==> src/rtl/tl_ul_master.sv <==
// -----------------------------------------------------------------------------
// tl_ul_master
//
// Single-outstanding TL-UL master. It turns one host register command at a
// time into a channel-A request, waits for the matching channel-D response
// and hands a one-cycle response pulse back to the host. It also selects the
// channel-A opcode, checks the response opcode and enforces a response timeout.
//
// Parameters:
//   TIMEOUT  WAIT-state cycles allowed before a timeout error (1..2^CNT_W-1)
//   CNT_W    width of the saturating timeout counter
//
// Ports:
//   clk, rst_n                 clock; asynchronous active-low reset
//   cmd_valid / cmd_ready      host command handshake
//   cmd_write                  1 = write, 0 = read
//   cmd_addr, cmd_mask         register address and byte enables
//   cmd_wdata                  write data
//   rsp_valid                  one-cycle response pulse (no back-pressure)
//   rsp_data, rsp_err          read data / error flag, qualified by rsp_valid
//   a_valid / a_ready          channel-A handshake
//   a_opcode, a_mask,
//   a_address, a_data          channel-A request fields (0 outside REQ)
//   d_ready                    always 1 once out of reset
//   d_valid                    single-cycle channel-D response pulse
//   d_opcode, d_data           channel-D response opcode and data
// -----------------------------------------------------------------------------
module tl_ul_master #(
  parameter int TIMEOUT = 15,
  parameter int CNT_W   = 4
) (
  input  logic        clk,
  input  logic        rst_n,
  // host command side
  input  logic        cmd_valid,
  output logic        cmd_ready,
  input  logic        cmd_write,
  input  logic [3:0]  cmd_addr,
  input  logic [3:0]  cmd_mask,
  input  logic [31:0] cmd_wdata,
  // host response side
  output logic        rsp_valid,
  output logic [31:0] rsp_data,
  output logic        rsp_err,
  // TL-UL channel A
  output logic        a_valid,
  input  logic        a_ready,
  output logic [3:0]  a_opcode,
  output logic [3:0]  a_mask,
  output logic [3:0]  a_address,
  output logic [31:0] a_data,
  // TL-UL channel D
  output logic        d_ready,
  input  logic        d_valid,
  input  logic [3:0]  d_opcode,
  input  logic [31:0] d_data
);

  typedef enum logic [1:0] {
    ST_IDLE = 2'd0,
    ST_REQ  = 2'd1,
    ST_WAIT = 2'd2,
    ST_RESP = 2'd3
  } state_e;

  // Channel-A opcodes
  localparam logic [3:0] OP_PUT_FULL    = 4'd0;
  localparam logic [3:0] OP_PUT_PARTIAL = 4'd1;
  localparam logic [3:0] OP_GET         = 4'd4;
  // Channel-D opcodes
  localparam logic [3:0] OP_ACK         = 4'd0;
  localparam logic [3:0] OP_ACK_DATA    = 4'd1;

  localparam logic [CNT_W-1:0] TIMEOUT_C = CNT_W'(TIMEOUT);
  localparam logic [CNT_W-1:0] CNT_MAX   = {CNT_W{1'b1}};

  state_e            state_q, state_d;
  logic [CNT_W-1:0]  cnt_q, cnt_d;
  logic [CNT_W-1:0]  cnt_inc;
  logic              write_q, write_d;
  logic              cmd_ready_q, cmd_ready_d;
  logic              a_valid_q, a_valid_d;
  logic [3:0]        a_opcode_q, a_opcode_d;
  logic [3:0]        a_mask_q, a_mask_d;
  logic [3:0]        a_address_q, a_address_d;
  logic [31:0]       a_data_q, a_data_d;
  logic              d_ready_q, d_ready_d;
  logic              rsp_valid_q, rsp_valid_d;
  logic [31:0]       rsp_data_q, rsp_data_d;
  logic              rsp_err_q, rsp_err_d;
  logic [3:0]        exp_d_opcode;

  // ---------------------------------------------------------------------------
  // Next-state and output logic
  // ---------------------------------------------------------------------------
  always_comb begin
    // NOTE: every signal gets a default before the case so no path leaves it
    // unassigned; otherwise synthesis infers a latch.
    state_d     = state_q;
    cnt_d       = cnt_q;
    write_d     = write_q;
    a_opcode_d  = a_opcode_q;
    a_mask_d    = a_mask_q;
    a_address_d = a_address_q;
    a_data_d    = a_data_q;
    rsp_valid_d = 1'b0;
    rsp_data_d  = '0;
    rsp_err_d   = 1'b0;

    // Saturating increment: the counter can never wrap back below TIMEOUT.
    cnt_inc      = (cnt_q == CNT_MAX) ? cnt_q : cnt_q + CNT_W'(1);
    exp_d_opcode = write_q ? OP_ACK : OP_ACK_DATA;

    case (state_q)
      ST_IDLE: begin
        // cmd_ready_q is low in the first cycle out of reset, so a command
        // presented then is not taken.
        if (cmd_valid && cmd_ready_q) begin
          state_d     = ST_REQ;
          write_d     = cmd_write;
          a_mask_d    = cmd_mask;
          a_address_d = cmd_addr;
          if (!cmd_write) begin
            a_opcode_d = OP_GET;
            a_data_d   = '0;
          end else begin
            a_opcode_d = (cmd_mask == 4'hF) ? OP_PUT_FULL : OP_PUT_PARTIAL;
            a_data_d   = cmd_wdata;
          end
        end
      end

      ST_REQ: begin
        // No timeout here: a stalled slave holds the request indefinitely.
        if (a_ready) begin
          state_d     = ST_WAIT;
          cnt_d       = '0;
          a_opcode_d  = '0;
          a_mask_d    = '0;
          a_address_d = '0;
          a_data_d    = '0;
        end
      end

      ST_WAIT: begin
        cnt_d = cnt_inc;
        // A response arriving in the timeout cycle takes priority.
        if (d_valid) begin
          state_d     = ST_RESP;
          rsp_valid_d = 1'b1;
          if (d_opcode == exp_d_opcode) begin
            rsp_data_d = write_q ? '0 : d_data;
          end else begin
            rsp_err_d  = 1'b1;
          end
        end else if (cnt_inc == TIMEOUT_C) begin
          state_d     = ST_RESP;
          rsp_valid_d = 1'b1;
          rsp_err_d   = 1'b1;
        end
      end

      ST_RESP: begin
        state_d = ST_IDLE;
      end

      default: begin
        state_d = ST_IDLE;
      end
    endcase

    // Handshake outputs are registered copies of the state being entered.
    cmd_ready_d = (state_d == ST_IDLE);
    a_valid_d   = (state_d == ST_REQ);
    d_ready_d   = 1'b1;
  end

  // ---------------------------------------------------------------------------
  // State registers
  // ---------------------------------------------------------------------------
  // NOTE: sequential state uses non-blocking assignments so every flop samples
  // its pre-edge inputs regardless of statement order.
  always_ff @(posedge clk or negedge rst_n) begin
    if (!rst_n) begin
      state_q     <= ST_IDLE;
      cnt_q       <= '0;
      write_q     <= 1'b0;
      cmd_ready_q <= 1'b0;
      a_valid_q   <= 1'b0;
      a_opcode_q  <= '0;
      a_mask_q    <= '0;
      a_address_q <= '0;
      a_data_q    <= '0;
      d_ready_q   <= 1'b0;
      rsp_valid_q <= 1'b0;
      rsp_data_q  <= '0;
      rsp_err_q   <= 1'b0;
    end else begin
      state_q     <= state_d;
      cnt_q       <= cnt_d;
      write_q     <= write_d;
      cmd_ready_q <= cmd_ready_d;
      a_valid_q   <= a_valid_d;
      a_opcode_q  <= a_opcode_d;
      a_mask_q    <= a_mask_d;
      a_address_q <= a_address_d;
      a_data_q    <= a_data_d;
      d_ready_q   <= d_ready_d;
      rsp_valid_q <= rsp_valid_d;
      rsp_data_q  <= rsp_data_d;
      rsp_err_q   <= rsp_err_d;
    end
  end

  assign cmd_ready = cmd_ready_q;
  assign a_valid   = a_valid_q;
  assign a_opcode  = a_opcode_q;
  assign a_mask    = a_mask_q;
  assign a_address = a_address_q;
  assign a_data    = a_data_q;
  assign d_ready   = d_ready_q;
  assign rsp_valid = rsp_valid_q;
  assign rsp_data  = rsp_data_q;
  assign rsp_err   = rsp_err_q;

endmodule

==> config.mk <==
export PLATFORM = sky130hd
export DESIGN_NAME = tl_ul_master
export DESIGN_NICKNAME = d
export VERILOG_FILES = /design/src/rtl/tl_ul_master.sv
export SDC_FILE = /design/constraint.sdc
export NUM_CORES = 1
export LEC_CHECK = 0
export BUFFER_PORTS_ARGS = -buffer_cell sky130_fd_sc_hd__buf_2
export CORE_MARGIN = 3
export CORE_UTILIZATION = 49
export DETAILED_ROUTE_END_ITERATION = 8
export PLACE_DENSITY = 0.85
export SYNTH_ARGS = -nofsm -noshare
export SYNTH_HDL_FRONTEND = slang
export SYNTH_SLANG_ARGS = --single-unit
export TNS_END_PERCENT = 30
==> constraint.sdc <==
create_clock -name clk -period 3.2 [get_ports clk]
set_input_delay 0.16 -clock clk [delete_from_list [all_inputs] [get_ports clk]]
set_output_delay 0.16 -clock clk [all_outputs]
set_load 0.01 [all_outputs]
# [Yosys cells after proc, flatten, opt, wreduce, memory -nomap -nowiden]
# Cells that the tools add are included.
[word_totals] in_bits=82 word_cells=63 out_inout_bits=81 ff_bits=88
[classes] n_addsub=1 eq_ne=10 n_mux=31 reduce_logical=8
[op_table] cell="$mux 32" count=7
[op_table] cell="$pmux 32 s2" count=1
[op_table] cell="$pmux 4 s2" count=4
[op_table] cell="$mux 4" count=5
[op_table] cell="$eq 4x4->1 const B" count=3
[op_table] cell="$mux 1" count=8
[op_table] cell="$mux 2" count=4
[op_table] cell="$pmux 2 s4" count=1
[op_table] cell="$add 4x1->4 const B" count=1
[op_table] cell="$eq 2x1->1 const B" count=2
[op_table] cell="$eq 2x2->1 const B" count=2
[op_table] cell="$eq 4x1->1" count=1
[op_table] cell="$logic_not 2->1" count=2
[op_table] cell="$ne 2x2->1 const B" count=2
[op_table] cell="$reduce_and 2->1" count=2
[op_table] cell="$reduce_bool 2->1" count=2
[op_table] cell="$mux 3" count=1
[op_table] cell="$reduce_and 3->1" count=1
[op_table] cell="$logic_and 1x1->1" count=1

# [Logic depth before layout (Yosys ltp)]
# Gate-level depths: netlist of the first run.
[logic_depth] depth_word=7 ltp_mapped=7 depth_no_buf=5

# [Worst setup path before layout of the first run]
# Ideal clock, no wire load.
[synth_path] path_type="register -> register" startpoint="reg cnt_q[0]" endpoint="reg rsp_err_q (netlist: rsp_err)" setup_ps=84 arrival_ps=1343 setup_slack_ps=1773 t_required_ps=3116 stages_incl_launch_ff=6 n_path_buf=0 period_less_slack_ps=1427 cell_sequence="dfrtp_1 ha_1 and2_1 o21ai_0 o2111ai_1 a21boi_0"
[synth_between] elab_chain_len=6 word_cells_on_any_way=7 classes_between="add/sub (1); eq/ne (2); mux (4)"
[synth_lines] element="start: declaration" line="78" text="logic [CNT_W-1:0] cnt_q, cnt_d;"
[synth_lines] element="start signal: assignment" line="200" text="cnt_q <= cnt_d;"
[synth_lines] element="$add 4x1->4 / $eq 4x4->1 (equally long branches)" line="111" text="cnt_inc = (cnt_q == CNT_MAX) ? cnt_q : cnt_q + CNT_W'(1);"
[synth_lines] element="$mux 4 (*)" line="111"
[synth_lines] element="$eq 4x4->1 (*)" line="156" text="end else if (cnt_inc == TIMEOUT_C) begin"
[synth_lines] element="$mux 1 (*)" line="156"
[synth_lines] element="$mux 1 (*)" line="148" text="if (d_valid) begin"
[synth_lines] element="$mux 1 (*)" line="114" text="case (state_q)"
[synth_lines] element="named net rsp_err_d" line="90" text="logic rsp_err_q, rsp_err_d;"
[synth_lines] element="end signal: assignment" line="211" text="rsp_err_q <= rsp_err_d;"
[synth_lines] element="end: declaration" line="90"
# Mark *: on every way through the listed nets, which the timed path passes. The rest lies on a longest branch.
# A chain may end at the register's enable or synchronous reset.

# [Final worst setup path of the first run]
[layout_path] startpoint="reg state_q[0]" endpoint="reg a_data_q[27] (netlist: a_data[27])"
[layout_between] elab_chain_len=3 word_cells_on_any_way=7 classes_between="eq/ne (3); mux (1); reduce/logical (3)"
[layout_lines] element="start: declaration" line="77" text="state_e state_q, state_d;"
[layout_lines] element="start signal: assignment" line="199" text="state_q <= state_d;"
[layout_lines] element="$eq 2x1->1 / $logic_not 2->1 (equally long branches)" line="114"
[layout_lines] element="$ne 2x2->1 (no line) / $reduce_bool 2->1 (equally long branches)"
[layout_lines] element="$reduce_and 3->1 (no line)"
[layout_lines] element="end signal: assignment" line="207" text="a_data_q <= a_data_d;"
[layout_lines] element="end: declaration" line="86" text="logic [31:0] a_data_q, a_data_d;"
# Several ways; a longest one is shown, not always the timed one.

==> impl_metrics.py, run 1 <==
metrics = {
    "final_layout": {
        "drive_above_1_share": 0.457,
        "mostFrequentLayoutCell": "buf_2",
        "final_cell_mix": "buf_2 (159), dfrtp_1 (86), nand2_1 (77)",
        "fillers": 514,
        "area_growth_syn_to_layout_pct": 29.7,
        "final_nets": 540,
        "diodes": 0,
    },
    "cts": {
        "clockRootBuffer": "clkbuf_8",
        "clock_sinks": 86,
        "insertion_delay_ps": 340,
        "htreeDepth": 3,
        "cts_setup_buffers": 0,
        "cts_tree": "built",
        "cts_resized": 0,
        "clk_pin_slew_ps": 80,
        "cts_max_path_buffers": 2,
        "cts_buffers": 9,
        "hold_buffers": 0,
    },
    "timing": {
        "clock_skew_ps": 6.61,
        "fin_setup_tns_ps": 0,
        "clock.fmax_mhz": 533,
        "slew_headroom": 0.278,
        "layout_setup_ws_ps": 1330,
        "tightest_slew_ps": 1080,
        "period_minus_slack_ps": 1870,
        "finalCritPeriodShare": 0.586,
        "hold_ws_ps": -4.74,
        "finalMaxSlewViolations": 0,
        "finalSetupViolations": 0,
        "rsz0062_at_grt": "false",
        "final-hold-violation-count": 6,
    },
    "die": {
        "rows": 29,
        "die_area_um2": 7790,
        "core_um2": 6460,
        "die_x_um": 88.2,
        "io_pins": 163,
        "fp.dieH_um": 88.2,
        "initial_core_util": 0.513,
    },
    "power": {
        "p_per_area_nw_per_um2": 770,
        "vdd.ir_drop.worst_mv": 0.359,
        "leakagePower_nw": 2.42,
    },
    "synthesis": {
        "netlist_area_um2": 3310,
        "synth_compound_area_frac": 0.109,
        "synth_adder_area_share": 0.00378,
        "yosysSeqAreaShare": 0.649,
        "netlist_top_cells_area": "dfrtp_1 (65%), nand2_1 (8.7%), and2_2 (7.0%)",
        "ys.flop_type": "dfrtp_1",
        "synthSimpleGateAreaFrac": 0.197,
        "synth_top_area_cell": "dfrtp_1",
        "synthMuxAreaShare": 0,
        "avgSynthCellArea_um2": 11.0,
        "ys_types": 36,
        "synthXorXnorAreaFrac": 0.00264,
        "yosysWarnings": 0,
        "synth-edff-count": 0,
        "synthArstFlopShare": 1.00,
        "synthCells": 302,
        "synth_seq_cells": 86,
        "yosysTopAreaCellShare": 0.649,
        "synth_top_family_by_area": "simple AND/OR/NAND/NOR gates",
    },
    "detailed_routing": {
        "wl_um": 7480,
        "final_antenna_net_count": 0,
        "drc": 0,
        "first_iter_violations": 146,
        "wl_per_cell_um": 13.9,
        "vias_per_cell": 4.97,
        "num_vias": 2681,
        "drtPass1Iterations": 4,
    },
    "global_routing": {
        "antenna_found_initial": 0,
        "groute.usage.overall": 0.192,
        "grt_max_degree": 87,
        "overflow": 0,
        "grt_pass1_vias": 2542,
        "grt_pass1_wl_um": 11500,
    },
    "flow_run": {
        "cap_viol_max_count": 0,
    },
    "placement": {
        "dp_slack_ps": 1300,
        "portBuffers": 160,
        "place.gp.congestion": 0.810,
        "hpwl_um": 5500,
    },
    "critical_path": {
        "rr_worst_depth": 3,
        "cp_cell_sequence": "nand3b_1 > a21o_2 > o21ai_0",
        "critPathMaxFanout": 75,
        "crit_type": "register to register",
        "max_stage_delay_ps": 850,
        "timing.rr.end": "a_data[27]",
        "slowest_stage": "a21o_2",
        "crit_path_end": "a_data[27]",
        "cp.required_ps": 3370,
        "arrival_ps": 2040,
        "cp-end-kind": "register",
        "r2r_slack_ps": 1330,
        "rr_startpoint": "state_q[0]",
        "cp-start-kind": "register",
        "crit_path_start": "state_q[0]",
    },
    "status": {
        "violations": "negative hold slack",
        "status": "finished with violations",
    },
    "min_path": {
        "hold_path_class": "input port to asynchronous set/reset pin",
    },
}
==> power breakdown <==
| part | switching [mW] | leakage, nW | total [mW] | internal, mW |
|---|---|---|---|---|
| clock network | 0.347 | 0.0861 | 0.647 | 0.300 |
| registers | 0.189 | 1.15 | 1.58 | 1.39 |
| logic | 0.651 | 1.18 | 1.09 | 0.435 |
==> how the worst min path moves through the flow <==
stage                    start      endpoint  slack [ps]
floorplan                rst_n  a_address[0]        -140
global route        d_data[23]  rsp_data[23]          30
global placement     d_data[5]   rsp_data[5]         370
CTS                 d_data[11]  rsp_data[11]          20
detailed placement   d_data[0]   rsp_data[0]         380
finish                   rst_n     a_data[1]          -5
==> cells in the mapped netlist (7+ instances only) <==
| master | n |
|---|---|
| dfrtp_1 | 86 |
| nand2_1 | 77 |
| and2_2 | 31 |
| o21ai_0 | 29 |
| buf_2 | 10 |
| a21oi_1 | 8 |
| a22o_1 | 8 |
| o21ai_1 | 7 |
==> metrics by stage <==
step	hold WS [ps]	power (mW)	util	instance area, um2	instances
2_1_floorplan	-136	2.25	-	3320	303
3_3_place_gp	368	2.64	0.639	4130	523
3_5_place_dp	381	2.70	0.639	4130	523
4_1_cts	18.4	3.36	0.665	4300	539
5_1_grt	25.9	3.57	0.665	4300	539
6_report	-4.74	3.31	0.665	4300	539
==> area by class of cell <==
class / instances / area [um2] / area share
Clock buffer: 12 / 145 / 0.0338
Tap cell: 77 / 96.3 / 0.0224
Inverter: 3 / 11.3 / 0.00262
Clock inverter: 4 / 22.5 / 0.00524
Timing Repair Buffer: 162 / 818 / 0.190
Multi-Input combinational cell: 195 / 1050 / 0.245
Sequential cell: 86 / 2150 / 0.501
==> logic make-up (layout without fill, tap and decap cells) <==
kind of cell,after synthesis,after routing
AO/OA/AOI/OAI,61,61
other,2,3
XOR/XNOR,1,1
buffers and inverters,22,181
flip-flops,86,86
AND/OR/NAND/NOR,129,129
adder cells (fa/ha/maj),1,1
==> registers in the layout (all words and copies together), names as in the netlist <==
signal,count
a_address,4
a_data,32
a_mask,4
a_opcode,2
a_valid,1
cmd_ready,1
cnt_q,4
d_ready,1
rsp_data,32
rsp_err,1
rsp_valid,1
state_q,2
write_q,1
==> worst max-delay path: cells and delay by family, from the launching register on <==
family	cells	cell delay, ps
simple gates	1	140
compound gates	2	1100
flops	1	440
==> metal layers <==
layer  part of all wire  vias up  global-route usage
met4              0.011        0              0.0783
met1               0.38     1229               0.223
met2               0.47      148               0.310
met5                  0        -                   0
li1                   -     1298                   -
met3               0.14        6              0.0894
Note: power is estimated with default switching activity, not from simulation.
==> inputs of run 2 (changes only) <==
--- a/config.mk
+++ b/config.mk
@@ -7,9 +7,9 @@
 export LEC_CHECK = 0
 export BUFFER_PORTS_ARGS = -buffer_cell sky130_fd_sc_hd__buf_2
 export CORE_MARGIN = 3
-export CORE_UTILIZATION = 49
+export CORE_UTILIZATION = 46
 export DETAILED_ROUTE_END_ITERATION = 8
-export PLACE_DENSITY = 0.85
+export PLACE_DENSITY = 0.8
 export SYNTH_ARGS = -nofsm -noshare
 export SYNTH_HDL_FRONTEND = slang
 export SYNTH_SLANG_ARGS = --single-unit
==> constraint.sdc (replaced) <==
create_clock -name clk -period 1.9 [get_ports clk]
set_input_delay 0.095 -clock clk [delete_from_list [all_inputs] [get_ports clk]]
set_output_delay 0.095 -clock clk [all_outputs]
set_load 0.01 [all_outputs]
==> run 2 against run 1 <==
The flow now finishes without violations. Design area rose by 18%. Flip-flop and latch count unchanged. Die area increased by 6.1%. Wire length grew 31%. Critical endpoint is now rsp_err. Largest cell class unchanged.
==> impl_metrics.py, run 2 (synthesis results as in run 1) <==
metrics = {
    "cts": {
        "clock_sinks": 86,
        "insertion_delay_ps": 340,
        "cts_max_path_buffers": 2,
        "clk_pin_slew_ps": 90,
        "cts_tree": "built",
        "clockRootBuffer": "clkbuf_8",
        "htreeDepth": 3,
        "cts_buffers": 9,
        "cts_resized": 0,
    },
    "critical_path": {
        "crit_type": "register to register",
        "cp-start-kind": "register",
        "cp.required_ps": 2150,
        "cp-end-kind": "register",
        "arrival_ps": 2040,
        "critPathMaxFanout": 7,
    },
    "detailed_routing": {
        "vias_per_cell": 4.85,
        "drc": 0,
        "wl_per_cell_um": 15.5,
        "wl_um": 9790,
        "drtPass1Iterations": 4,
        "num_vias": 3054,
        "final_antenna_net_count": 0,
        "first_iter_violations": 141,
    },
    "timing": {
        "clock_skew_ps": 7.34,
        "layout_setup_ws_ps": 107,
        "fin_setup_tns_ps": 0,
        "finalMaxSlewViolations": 0,
        "clock.fmax_mhz": 558,
        "rsz0062_at_grt": "false",
        "period_minus_slack_ps": 1790,
        "final-hold-violation-count": 0,
        "finalSetupViolations": 0,
        "finalCritPeriodShare": 0.943,
    },
    "final_layout": {
        "final_cell_mix": "buf_2 (159), dfrtp_1 (86), nand2_1 (77)",
        "area_growth_syn_to_layout_pct": 52.9,
        "diodes": 0,
        "multi_input_area_um2": 1050,
        "mostFrequentLayoutCell": "buf_2",
        "final_nets": 612,
        "fillers": 461,
        "drive_above_1_share": 0.403,
        "regArea_um2": 2150,
    },
    "placement": {
        "place.gp.congestion": 0.803,
        "portBuffers": 160,
        "dp_slack_ps": 250,
        "hpwl_um": 5550,
    },
    "global_routing": {
        "grt_max_degree": 87,
        "overflow": 0,
        "groute.usage.overall": 0.244,
        "grt_pass1_vias": 3208,
        "antenna_found_initial": 0,
        "grt_pass1_wl_um": 16000,
    },
    "power": {
        "leakagePower_nw": 2.73,
        "p_per_area_nw_per_um2": 1160,
        "vdd.ir_drop.worst_mv": 0.507,
        "power_mw": 5.88,
    },
    "die": {
        "rows": 30,
        "core_um2": 6910,
        "die_x_um": 90.9,
        "io_pins": 163,
        "fp.dieH_um": 90.9,
        "initial_core_util": 0.480,
        "die_area_um2": 8260,
    },
    "flow_run": {
        "cap_viol_max_count": 0,
    },
    "min_path": {
        "hold_path_class": "input port to register",
    },
    "status": {
        "status": "complete, no violations",
    },
}
==> run 2: worst paths after layout <==
kind	startpoint	endpoint	slack (ps)	depth (start not counted)
worst max-delay path	cnt_q[0]	rsp_err	110	5
worst max register to register	cnt_q[0]	rsp_err	110	5
max in group asynchronous	rst_n	a_data[20]	1190	3
worst min-delay path	cmd_addr[3]	a_address[3]	20	2
min in group asynchronous	rst_n	a_data[3]	340	3
worst min register to register	a_opcode[2]	a_opcode[2]	490	2
==> run 2: final cells by class <==
class / instances / share of cell area
Sequential cell: 86 / 0.425
Multi-Input combinational cell: 195 / 0.208
Timing Repair Buffer: 234 / 0.308
Clock inverter: 7 / 0.00987
Inverter: 3 / 0.00222
Tap cell: 96 / 0.0237
Clock buffer: 9 / 0.0244
==> run 2: timing repair <==
action / CTS / global route
hold buffers: 70 / 0
buffers inserted: 0 / 0
hold endpoints to repair: 156 / 0
==> run 2: worst max-delay path, cell delays in order, from the launching register on <==
cell       delay (ps)
dfrtp_1           450
ha_1              290
and2_1            210
o21ai_0           210
o2111ai_1         260
a21boi_0          270
==> run 2: stage by stage <==
| stage | cell area (um2) | instances | utilization | hold WS (ps) |
|---|---|---|---|---|
| 3_3_place_gp | 4190 | 544 | 0.607 | 163 |
| 5_1_grt | 5070 | 630 | 0.734 | 11.9 |
| 3_5_place_dp | 4190 | 544 | 0.607 | 173 |
| 4_1_cts | 5070 | 630 | 0.734 | 2.17 |
| 2_1_floorplan | 3320 | 303 | - | -201 |
| 6_report | 5070 | 630 | 0.734 | 18.1 |
==> run 2: per-layer routing <==
layer,track usage,part of all wire
met5,0,0
met2,0.393,0.47
met4,0.0817,0.019
met1,0.310,0.41
met3,0.0825,0.10
==> run 2: report_power, final <==
| group | internal (mW) | total, mW | switching [mW] |
|---|---|---|---|
| clock | 0.476 | 1.13 | 0.651 |
| sequential | 2.34 | 2.68 | 0.336 |
| combinational | 0.870 | 2.08 | 1.21 |
==> inputs of run 3 (changes only) <==
--- a/config.mk
+++ b/config.mk
@@ -6,7 +6,6 @@
 export NUM_CORES = 1
 export LEC_CHECK = 0
 export BUFFER_PORTS_ARGS = -buffer_cell sky130_fd_sc_hd__buf_2
-export CORE_MARGIN = 3
 export CORE_UTILIZATION = 46
 export DETAILED_ROUTE_END_ITERATION = 8
 export PLACE_DENSITY = 0.8
==> constraint.sdc (replaced) <==
create_clock -name clk -period 1.8 [get_ports clk]
set_input_delay 0.09 -clock clk [delete_from_list [all_inputs] [get_ports clk]]
set_output_delay 0.09 -clock clk [all_outputs]
set_load 0.01 [all_outputs]
==> run 3 against run 2 <==
Hold slack lost 7.4 ps. Critical path type unchanged. Flip-flop and latch count stayed put. Wire length fell by 1.8%. Combinational power increased by 6%. Fmax up 12%. Critical endpoint unchanged. Critical path depth stayed put. Via count shrank 0.65%. Sequential power is 5% higher.
==> impl_metrics.py, run 3 (synthesis results as in run 1) <==
metrics = {
    "critical_path": {
        "arrival_ps": 1850,
        "r2r_slack_ps": 200,
        "rr_worst_depth": 5,
        "timing.rr.end": "rsp_err",
        "critPathMaxFanout": 7,
        "cp-end-kind": "register",
        "rr_startpoint": "cnt_q[0]",
        "cp.required_ps": 2050,
        "crit_type": "register to register",
        "cp-start-kind": "register",
    },
    "global_routing": {
        "overflow": 0,
        "groute.usage.overall": 0.261,
        "grt_pass1_vias": 3143,
        "antenna_found_initial": 0,
        "grt_pass1_wl_um": 14800,
        "grt_max_degree": 76,
    },
    "final_layout": {
        "final_util": 0.741,
        "drive_above_1_share": 0.412,
        "final_area_um2": 5090,
        "diodes": 0,
        "mostFrequentLayoutCell": "buf_2",
        "final_nets": 610,
        "area_growth_syn_to_layout_pct": 53.6,
        "final_cell_mix": "buf_2 (159), dfrtp_1 (86), nand2_1 (77)",
        "fillers": 457,
        "layoutNonFillerInstCount": 628,
    },
    "placement": {
        "portBuffers": 160,
        "hpwl_um": 5410,
        "place_area_um2": 4220,
        "dp_slack_ps": 153,
        "dp_cells": 546,
        "place.gp.congestion": 0.790,
    },
    "timing": {
        "final-hold-violation-count": 0,
        "finalMaxSlewViolations": 0,
        "fin_setup_tns_ps": 0,
        "clock.fmax_mhz": 624,
        "finalSetupViolations": 0,
        "layout_setup_ws_ps": 197,
        "finalCritPeriodShare": 0.891,
        "period_minus_slack_ps": 1600,
        "hold_ws_ps": 10.7,
        "clock_skew_ps": 9.62,
        "rsz0062_at_grt": "false",
    },
    "power": {
        "leakagePower_nw": 2.75,
        "power_mw": 6.35,
        "vdd.ir_drop.worst_mv": 0.669,
        "p_per_area_nw_per_um2": 1250,
    },
    "detailed_routing": {
        "wl_um": 9620,
        "first_iter_violations": 120,
        "drtPass1Iterations": 6,
        "vias_per_cell": 4.83,
        "drc": 0,
        "wl_per_cell_um": 15.3,
        "num_vias": 3034,
        "final_antenna_net_count": 0,
    },
    "cts": {
        "cts_tree": "built",
        "clockRootBuffer": "clkbuf_8",
        "cts_buffers": 9,
        "insertion_delay_ps": 340,
        "clk_pin_slew_ps": 90,
        "clock_sinks": 86,
        "htreeDepth": 3,
        "cts_max_path_buffers": 2,
    },
    "die": {
        "core_um2": 6870,
        "io_pins": 163,
        "die_area_um2": 7550,
        "initial_core_util": 0.483,
        "die_x_um": 86.9,
        "rows": 30,
        "fp.dieH_um": 86.9,
    },
    "min_path": {
        "holdPathStages": 3,
        "hp-start": "cmd_wdata[31]",
        "hold_path_class": "input port to register",
        "holdPathEnd": "a_data[31]",
    },
    "flow_run": {
        "cap_viol_max_count": 0,
    },
    "status": {
        "status": "complete, no violations",
    },
}
-- run 3: critical path, cell delays in order (launching register included) --
cell and delay [ps]:
dfrtp_1 460, ha_2 260, and2_1 190, o21ai_0 210, o2111ai_2 210, a21boi_1 200
-- run 3: report_power, final --
group | switching [mW] | internal, mW
Sequential | 0.343 | 2.47
Clock | 0.661 | 0.675
Combinational | 1.26 | 0.935
-- run 3: routing by layer --
metal  track usage  vias up  wire length, um  share of wire
met4         0.109        0              207          0.022
met2         0.460      162             4770           0.50
li1              -     1438                -              -
met3        0.0957       23             1030           0.11
met5             0        -                0              0
met1         0.284     1411             3620           0.38
-- run 3: cell type report --
| cell class | count | area (um2) | share of cell area |
|---|---|---|---|
| Clock buffer | 10 | 138 | 0.0270 |
| Clock inverter | 6 | 61.3 | 0.0120 |
| Inverter | 3 | 11.3 | 0.00221 |
| Multi-Input combinational cell | 195 | 1060 | 0.208 |
| Sequential cell | 86 | 2150 | 0.423 |
| Tap cell | 96 | 120 | 0.0236 |
| Timing Repair Buffer | 232 | 1550 | 0.304 |
-- run 3: worst max path at each step --
stage               cells past startpoint  endpoint      from  slack (ps)
global route                            5   rsp_err  cnt_q[0]          50
detailed placement                      5   rsp_err  cnt_q[0]         150
CTS                                     5   rsp_err  cnt_q[0]         120
global placement                        5   rsp_err  cnt_q[0]         280
floorplan                               5   rsp_err  cnt_q[0]         370
finish                                  5   rsp_err  cnt_q[0]         200
-- run 3: what timing repair did --
item                                   CTS  global route
gates resized for setup                  0             3
setup buffers                            0             0
hold buffers                            64             2
setup endpoints to repair                0             1
endpoints found under the hold margin  128             2
